<file path="src/rtl/riscv_pkg.sv">
// Shared core-wide widths and defaults for the writeback path.
// Also holds the result-entry layout used between the arbiter and its FIFO.
package riscv_pkg;

    localparam int XLEN       = 32;
    localparam int REG_ADDR_W = 5;
    localparam int NUM_REGS   = 1 << REG_ADDR_W;
    localparam int FIFO_DEPTH = 2;

    typedef logic [REG_ADDR_W-1:0] reg_addr_t;

    typedef struct packed {
        reg_addr_t         rd;
        logic [XLEN-1:0]   data;
    } wb_entry_t;

    // x0 is hardwired to zero, so results aimed at it never reach the file
    function automatic logic rd_writes(input reg_addr_t rd);
        return rd != '0;
    endfunction

endpackage

</file>
<file path="src/rtl/wb_fifo.sv">
// Small in-order result buffer with full/empty flags.
// Push is ignored when full and pop is ignored when empty.
module wb_fifo
    import riscv_pkg::*;
#(
    parameter int DEPTH = FIFO_DEPTH,
    parameter int WIDTH = REG_ADDR_W + XLEN
) (
    input  logic             clk,
    input  logic             reset,
    input  logic             push_i,
    input  logic [WIDTH-1:0] push_data_i,
    input  logic             pop_i,
    output logic [WIDTH-1:0] head_o,
    output logic             full_o,
    output logic             empty_o
);

    localparam int PTR_W = (DEPTH > 1) ? $clog2(DEPTH) : 1;
    localparam int CNT_W = $clog2(DEPTH + 1);
    localparam logic [PTR_W-1:0] LAST = PTR_W'(DEPTH - 1);
    localparam logic [CNT_W-1:0] FULL_CNT = CNT_W'(DEPTH);

    logic [WIDTH-1:0] mem_q [DEPTH];
    logic [PTR_W-1:0] wr_ptr_q, wr_ptr_d;
    logic [PTR_W-1:0] rd_ptr_q, rd_ptr_d;
    logic [CNT_W-1:0] cnt_q, cnt_d;
    logic             push_ok;
    logic             pop_ok;

    assign full_o  = (cnt_q == FULL_CNT);
    assign empty_o = (cnt_q == '0);
    assign push_ok = push_i && !full_o;
    assign pop_ok  = pop_i && !empty_o;
    assign head_o  = mem_q[rd_ptr_q];

    always_comb begin
        wr_ptr_d = wr_ptr_q;
        rd_ptr_d = rd_ptr_q;
        cnt_d    = cnt_q;
        if (push_ok) begin
            wr_ptr_d = (wr_ptr_q == LAST) ? '0 : wr_ptr_q + 1'b1;
        end
        if (pop_ok) begin
            rd_ptr_d = (rd_ptr_q == LAST) ? '0 : rd_ptr_q + 1'b1;
        end
        unique case ({push_ok, pop_ok})
            2'b10:   cnt_d = cnt_q + 1'b1;
            2'b01:   cnt_d = cnt_q - 1'b1;
            default: cnt_d = cnt_q;
        endcase
    end

    always_ff @(posedge clk) begin
        if (!reset) begin
            wr_ptr_q <= '0;
            rd_ptr_q <= '0;
            cnt_q    <= '0;
        end else begin
            wr_ptr_q <= wr_ptr_d;
            rd_ptr_q <= rd_ptr_d;
            cnt_q    <= cnt_d;
        end
    end

    // Storage needs no reset: occupancy alone decides what is valid
    always_ff @(posedge clk) begin
        if (push_ok) begin
            mem_q[wr_ptr_q] <= push_data_i;
        end
    end

endmodule

</file>
<file path="src/rtl/writeback_arbiter.sv">
// Merges single-cycle ALU results and buffered long-latency results
// into one registered register-file write port, with a pending scoreboard.
module writeback_arbiter
    import riscv_pkg::*;
#(
    parameter int XLEN       = riscv_pkg::XLEN,
    parameter int FIFO_DEPTH = riscv_pkg::FIFO_DEPTH
) (
    input  logic                  clk,
    input  logic                  reset,
    input  logic                  alu_valid,
    input  logic [REG_ADDR_W-1:0] alu_rd,
    input  logic [XLEN-1:0]       alu_data,
    output logic                  alu_stall,
    input  logic                  lsu_valid,
    output logic                  lsu_ready,
    input  logic [REG_ADDR_W-1:0] lsu_rd,
    input  logic [XLEN-1:0]       lsu_data,
    input  logic                  issue_valid,
    input  logic [REG_ADDR_W-1:0] issue_rd,
    input  logic [REG_ADDR_W-1:0] rs1_addr,
    input  logic [REG_ADDR_W-1:0] rs2_addr,
    output logic                  rs1_busy,
    output logic                  rs2_busy,
    output logic                  rf_write_enable,
    output logic [REG_ADDR_W-1:0] rf_write_reg,
    output logic [XLEN-1:0]       rf_write_data
);

    localparam int ENTRY_W = REG_ADDR_W + XLEN;

    logic [ENTRY_W-1:0]    fifo_head;
    logic [REG_ADDR_W-1:0] head_rd;
    logic [XLEN-1:0]       head_data;
    logic                  fifo_full;
    logic                  fifo_empty;
    logic                  fifo_push;
    logic                  fifo_pop;
    logic                  alu_accept;

    logic                  rf_we_q, rf_we_d;
    logic [REG_ADDR_W-1:0] rf_reg_q, rf_reg_d;
    logic [XLEN-1:0]       rf_data_q, rf_data_d;
    logic [NUM_REGS-1:0]   pending_q, pending_d;

    assign lsu_ready  = !fifo_full;
    assign alu_stall  = fifo_full;
    assign fifo_push  = lsu_valid && lsu_ready;
    assign alu_accept = alu_valid && !fifo_full;

    // Full forces a drain; otherwise the FIFO only uses ALU-idle slots
    assign fifo_pop = fifo_full || (!alu_valid && !fifo_empty);

    assign head_rd   = fifo_head[XLEN +: REG_ADDR_W];
    assign head_data = fifo_head[XLEN-1:0];

    wb_fifo #(
        .DEPTH (FIFO_DEPTH),
        .WIDTH (ENTRY_W)
    ) u_fifo (
        .clk         (clk),
        .reset       (reset),
        .push_i      (fifo_push),
        .push_data_i ({lsu_rd, lsu_data}),
        .pop_i       (fifo_pop),
        .head_o      (fifo_head),
        .full_o      (fifo_full),
        .empty_o     (fifo_empty)
    );

    always_comb begin
        rf_we_d   = 1'b0;
        rf_reg_d  = rf_reg_q;
        rf_data_d = rf_data_q;
        if (alu_accept) begin
            if (rd_writes(alu_rd)) begin
                rf_we_d   = 1'b1;
                rf_reg_d  = alu_rd;
                rf_data_d = alu_data;
            end
        end else if (fifo_pop) begin
            if (rd_writes(head_rd)) begin
                rf_we_d   = 1'b1;
                rf_reg_d  = head_rd;
                rf_data_d = head_data;
            end
        end
    end

    // A fresh issue outranks the completion of an older op to the same rd
    always_comb begin
        pending_d = pending_q;
        if (fifo_pop) begin
            pending_d[head_rd] = 1'b0;
        end
        if (issue_valid) begin
            pending_d[issue_rd] = 1'b1;
        end
        pending_d[0] = 1'b0;
    end

    always_ff @(posedge clk) begin
        if (!reset) begin
            rf_we_q   <= 1'b0;
            rf_reg_q  <= '0;
            rf_data_q <= '0;
            pending_q <= '0;
        end else begin
            rf_we_q   <= rf_we_d;
            rf_reg_q  <= rf_reg_d;
            rf_data_q <= rf_data_d;
            pending_q <= pending_d;
        end
    end

    assign rf_write_enable = rf_we_q;
    assign rf_write_reg    = rf_reg_q;
    assign rf_write_data   = rf_data_q;

    assign rs1_busy = pending_q[rs1_addr]
                   || (rf_we_q && rf_reg_q == rs1_addr
                       && rs1_addr != '0);
    assign rs2_busy = pending_q[rs2_addr]
                   || (rf_we_q && rf_reg_q == rs2_addr
                       && rs2_addr != '0);

endmodule

</file>
<file path="config.mk">
export PLATFORM = sky130hd
export DESIGN_NAME = writeback_arbiter
export DESIGN_NICKNAME = d
export VERILOG_FILES = /design/src/rtl/riscv_pkg.sv /design/src/rtl/wb_fifo.sv /design/src/rtl/writeback_arbiter.sv
export SDC_FILE = /design/constraint.sdc
export NUM_CORES = 1
export LEC_CHECK = 0
export CAP_MARGIN = 20
export CORE_AREA = 2 2 145 147
export CTS_BUF_LIST = sky130_fd_sc_hd__clkbuf_8
export CTS_CLUSTER_SIZE = 16
export DETAILED_ROUTE_END_ITERATION = 7
export DIE_AREA = 0 0 147 149
export GPL_TIMING_DRIVEN = 0
export PLACE_DENSITY = 0.64
export SLEW_MARGIN = 20
export SYNTH_ARGS = -nofsm -noshare
export SYNTH_HDL_FRONTEND = slang
export SYNTH_HIERARCHICAL = 1
export SYNTH_SLANG_ARGS = --single-unit
</file>
<file path="constraint.sdc">
create_clock -name clk -period 3.35 [get_ports clk]
set_clock_uncertainty 0.15 [all_clocks]
set_input_delay 0.67 -clock clk [delete_from_list [all_inputs] [get_ports clk]]
set_output_delay 0.67 -clock clk [all_outputs]
set_load 0.01 [all_outputs]
</file>
==> metrics.md, run 1 <==
| Metric | Value |
|---|---|
| Crit path kind | input pin to output port |
| Vias in the first global route | 5,158 |
| Die footprint | 0.0219 mm2 |
| Via count | 4,985 |
| Share of cells above drive strength 1 | 0.154 |
| Min-Delay Path Class | flip-flop to flip-flop |
| Core area | 0.0206 mm2 |
| Reg2reg setup slack | 250 ps |
| Synth Area per Inst | 12.2 um2 |
| Synth warn | 6 |
| TritonCTS clock tree | done |
| Worst Setup SP | rs1_addr[0] |
| Pwr per Cell Area | 654 mW/mm2 |
| Max Slew Vio Count | 0 |
| Largest net degree at the start of global routing | 22 |
| Psw | 1.92 mW |
| HPWL Detailed | 12,900 um |
| Vias per inst | 5.02 |
| Finished Core Util | 0.431 |
| CTS resizes | 9 |
| Final worst path period share | 0.974 |
| Synth unique cells | 46 |
| Worst Max-Slew Pin Slew | 797 ps |
| Reg power frac | 0.424 |
| Clock root buffer master | clkbuf_8 |
| Reg2Reg Capture Point | rf_write_data[30] |
| Largest register FFs | 74 |
| Largest Register | u_fifo/mem_q |
| Hold_buf cts | 0 |
| Syn_nets | 651 |
| I/O pin cnt | 136 |
| Clock share of power | 0.230 |
| Most frequent cells in the layout | 128 x clkdlybuf4s50_1, 74 x dfxtp_1, 74 x edfxtp_1 |
| Die Ht | 149 um |
| Post-DR wirelength/cell | 18.0 um |
| Clk slew on worst S/H paths | 80 ps |
| CP Capture Point | rs1_busy |
| WP data arrival | 2440 ps |
| Cts bufs inserted | 17 |
| Detailed-route DRC error count | 0 |
| Clock sink total | 148 |
| Routed Antenna Nets | 0 |
| Rows | 53 |
| Max Fanout on Critical Path | 8 |
| First-pass GRT wire length | 28,300 um |
| WP data required | 2530 ps |
| Dominant cells by area after synthesis | edfxtp_1 33%, dfxtp_1 22%, mux2_2 6.8%, mux2i_1 6.7%, o211a_1 5.5% |
| Power Total | 5.80 mW |
| Met1 Routed Length | 7470 um |
| Antenna diodes | 0 |
| Crit path time final | 3260 ps |
| Peak supply drop | 0.363 mV |
| Met2 routed wirelength | 8710 um |
| Pleak | 3.41 nW |
| Area Overhead vs Synth | 31.1% |
| Port Buffers | 129 |
| Final Wtd Congestion | 0.823 |
| Int Pwr | 3.88 mW |
| Clock buffer depth | 2 |
| First-pass iteration count of the detailed router | 5 |
| Final #Nets | 801 |
| #FFs+latches synth | 148 |
| CP Launch Type | input pin |
| Leading area contributor after synthesis | edfxtp_1 |
| Unrepaired setup endpoints after global routing | no |
| Initial Util | 0.329 |
| Number of max-cap violations | 0 |
| Drt first-iter violations | 298 |
| Synth Flop Type | edfxtp_1 |
| GRT overflow | 0 |
| Register area share after synthesis | 0.548 |
| Sw Share | 0.330 |
| Area fraction of the dominant cell type after synthesis | 0.329 |
| Commonest non-fill, non-tap cell in the layout | clkdlybuf4s50_1 |
| Status | finished, final reports clean |
| Crit end category | output port |
| Slew margin rel. | 0.467 |
| Global-route usage over all layers | 0.169 |
| Initial antenna violation count | 0 |
| DR top layer | met4 |
| Die Width | 147 um |
| Setup violators final | 0 |
| Cell Area, Synth | 0.00676 mm2 |
| Final wirelength | 17,900 um |
| Ys async rst share | 0 |
| Combinational power share | 0.346 |
| Setup bufs post-CTS | 0 |
| H-tree levels | 4 |
| Later-pin clock latency in the skew report | 450 ps |
| Syn Inst Count | 556 |
| FF-to-FF path depth | 10 |
| Met3 WL | 1640 um |
| Worst Hold Depth | 2 |
| Maximum clock rate | 306 MHz |
| EDFF count, synth | 74 |
| Fin. Hold Viols | 0 |
-- per-stage QoR --
| stage | cells | area, um2 | setup TNS [ps] | setup WS, ps | hold slack (ps) |
|---|---|---|---|---|---|
| 5_1_grt | 994 | 8860 | 0 | 0.101 | 375 |
| 3_5_place_dp | 962 | 8450 | -461 | -237 | 337 |
| 2_1_floorplan | 556 | 6760 | 0 | 462 | 307 |
| 6_report | 994 | 8860 | 0 | 87.1 | 350 |
| 3_3_place_gp | 960 | 8400 | -17500 | -292 | 319 |
| 4_1_cts | 994 | 8850 | 0 | 60.8 | 350 |
-- routing by layer --
layer / GRT usage / vias to the layer above
li1: - / 2397
met1: 0.203 / 2426
met2: 0.282 / 152
met3: 0.0740 / 10
met4: 0.0370 / 0
met5: 0 / -
-- Yosys cell counts, types with 2 or more instances --
cell type and instances:
dfxtp_1 74, edfxtp_1 74, o21ai_0 67, mux2i_1 45
mux2_2 41, nand2_1 38, o211a_1 37, a21boi_0 30
clkbuf_1 24, nor2_1 13, mux4_2 10, buf_2 8
inv_1 7, xor2_1 6, nand3b_1 5, nor2b_1 5
xnor2_1 5, a22oi_1 4, nand4_1 4, nor3_1 4
nor3b_1 4, o2111ai_1 4, o21ai_1 4, and2_1 3
and3_1 3, buf_1 3, buf_6 3, nand2b_1 3
o21a_1 3, a21boi_1 2, a221o_1 2, a32oi_1 2
and3b_1 2, nand3_1 2, or2_2 2, or3_1 2
or3b_2 2
-- layout make-up --
cell class                 count  area [um2]
buffer                        38         196
clock buffer                  17         234
clock inverter                15         145
fill                        1970       11700
inverter                       8        30.0
multi-input combinational    362        2860
sequential                   148        3700
tap                          275         344
timing repair buffer         131        1350
-- worst min path at each step --
stage / from / endpoint / slack [ps]
2_1_floorplan: u_fifo/wr_ptr_q / u_fifo/wr_ptr_q / 310
3_3_place_gp: u_fifo/wr_ptr_q / u_fifo/wr_ptr_q / 320
3_5_place_dp: rf_write_data[19] / rf_write_data[19] / 340
4_1_cts: u_fifo/wr_ptr_q / u_fifo/wr_ptr_q / 350
5_1_grt: pending_q[30] / pending_q[30] / 370
6_report: pending_q[7] / pending_q[7] / 350
-- cells by family (layout without fill, tap and decap cells) --
family | Yosys count | count (layout) | share of synthesized area
compound gates | 158 | 158 | 0.165
flops | 148 | 148 | 0.548
mux | 96 | 96 | 0.168
simple gates | 96 | 96 | 0.0731
buf+inv | 46 | 209 | 0.0303
xor+xnor | 11 | 11 | 0.0142
fa+ha+maj | 1 | 1 | 0.00185
-- worst max-delay path: stages --
cell and delay (ps):
clkbuf_4 200, mux4_2 520, mux2_2 290, a32oi_1 160
nand4_1 110, clkdlybuf4s50_1 490
-- power groups by stage --
stage / combinational, mW / clock [mW] / sequential (mW)
2_1_floorplan: 1.08 / 0 / 2.54
3_3_place_gp: 1.97 / 0 / 2.50
3_5_place_dp: 2.02 / 0 / 2.50
4_1_cts: 2.04 / 1.38 / 2.46
5_1_grt: 2.21 / 1.46 / 2.50
6_report: 2.01 / 1.33 / 2.46
Power figures use the tool's default switching activity.
==> inputs of run 2 (changes only) <==
CTS_CLUSTER_SIZE = 14   (was 16)
==> results of run 2 <==
Same layout as run 1: the final DEF is identical, and so are final timing and power.
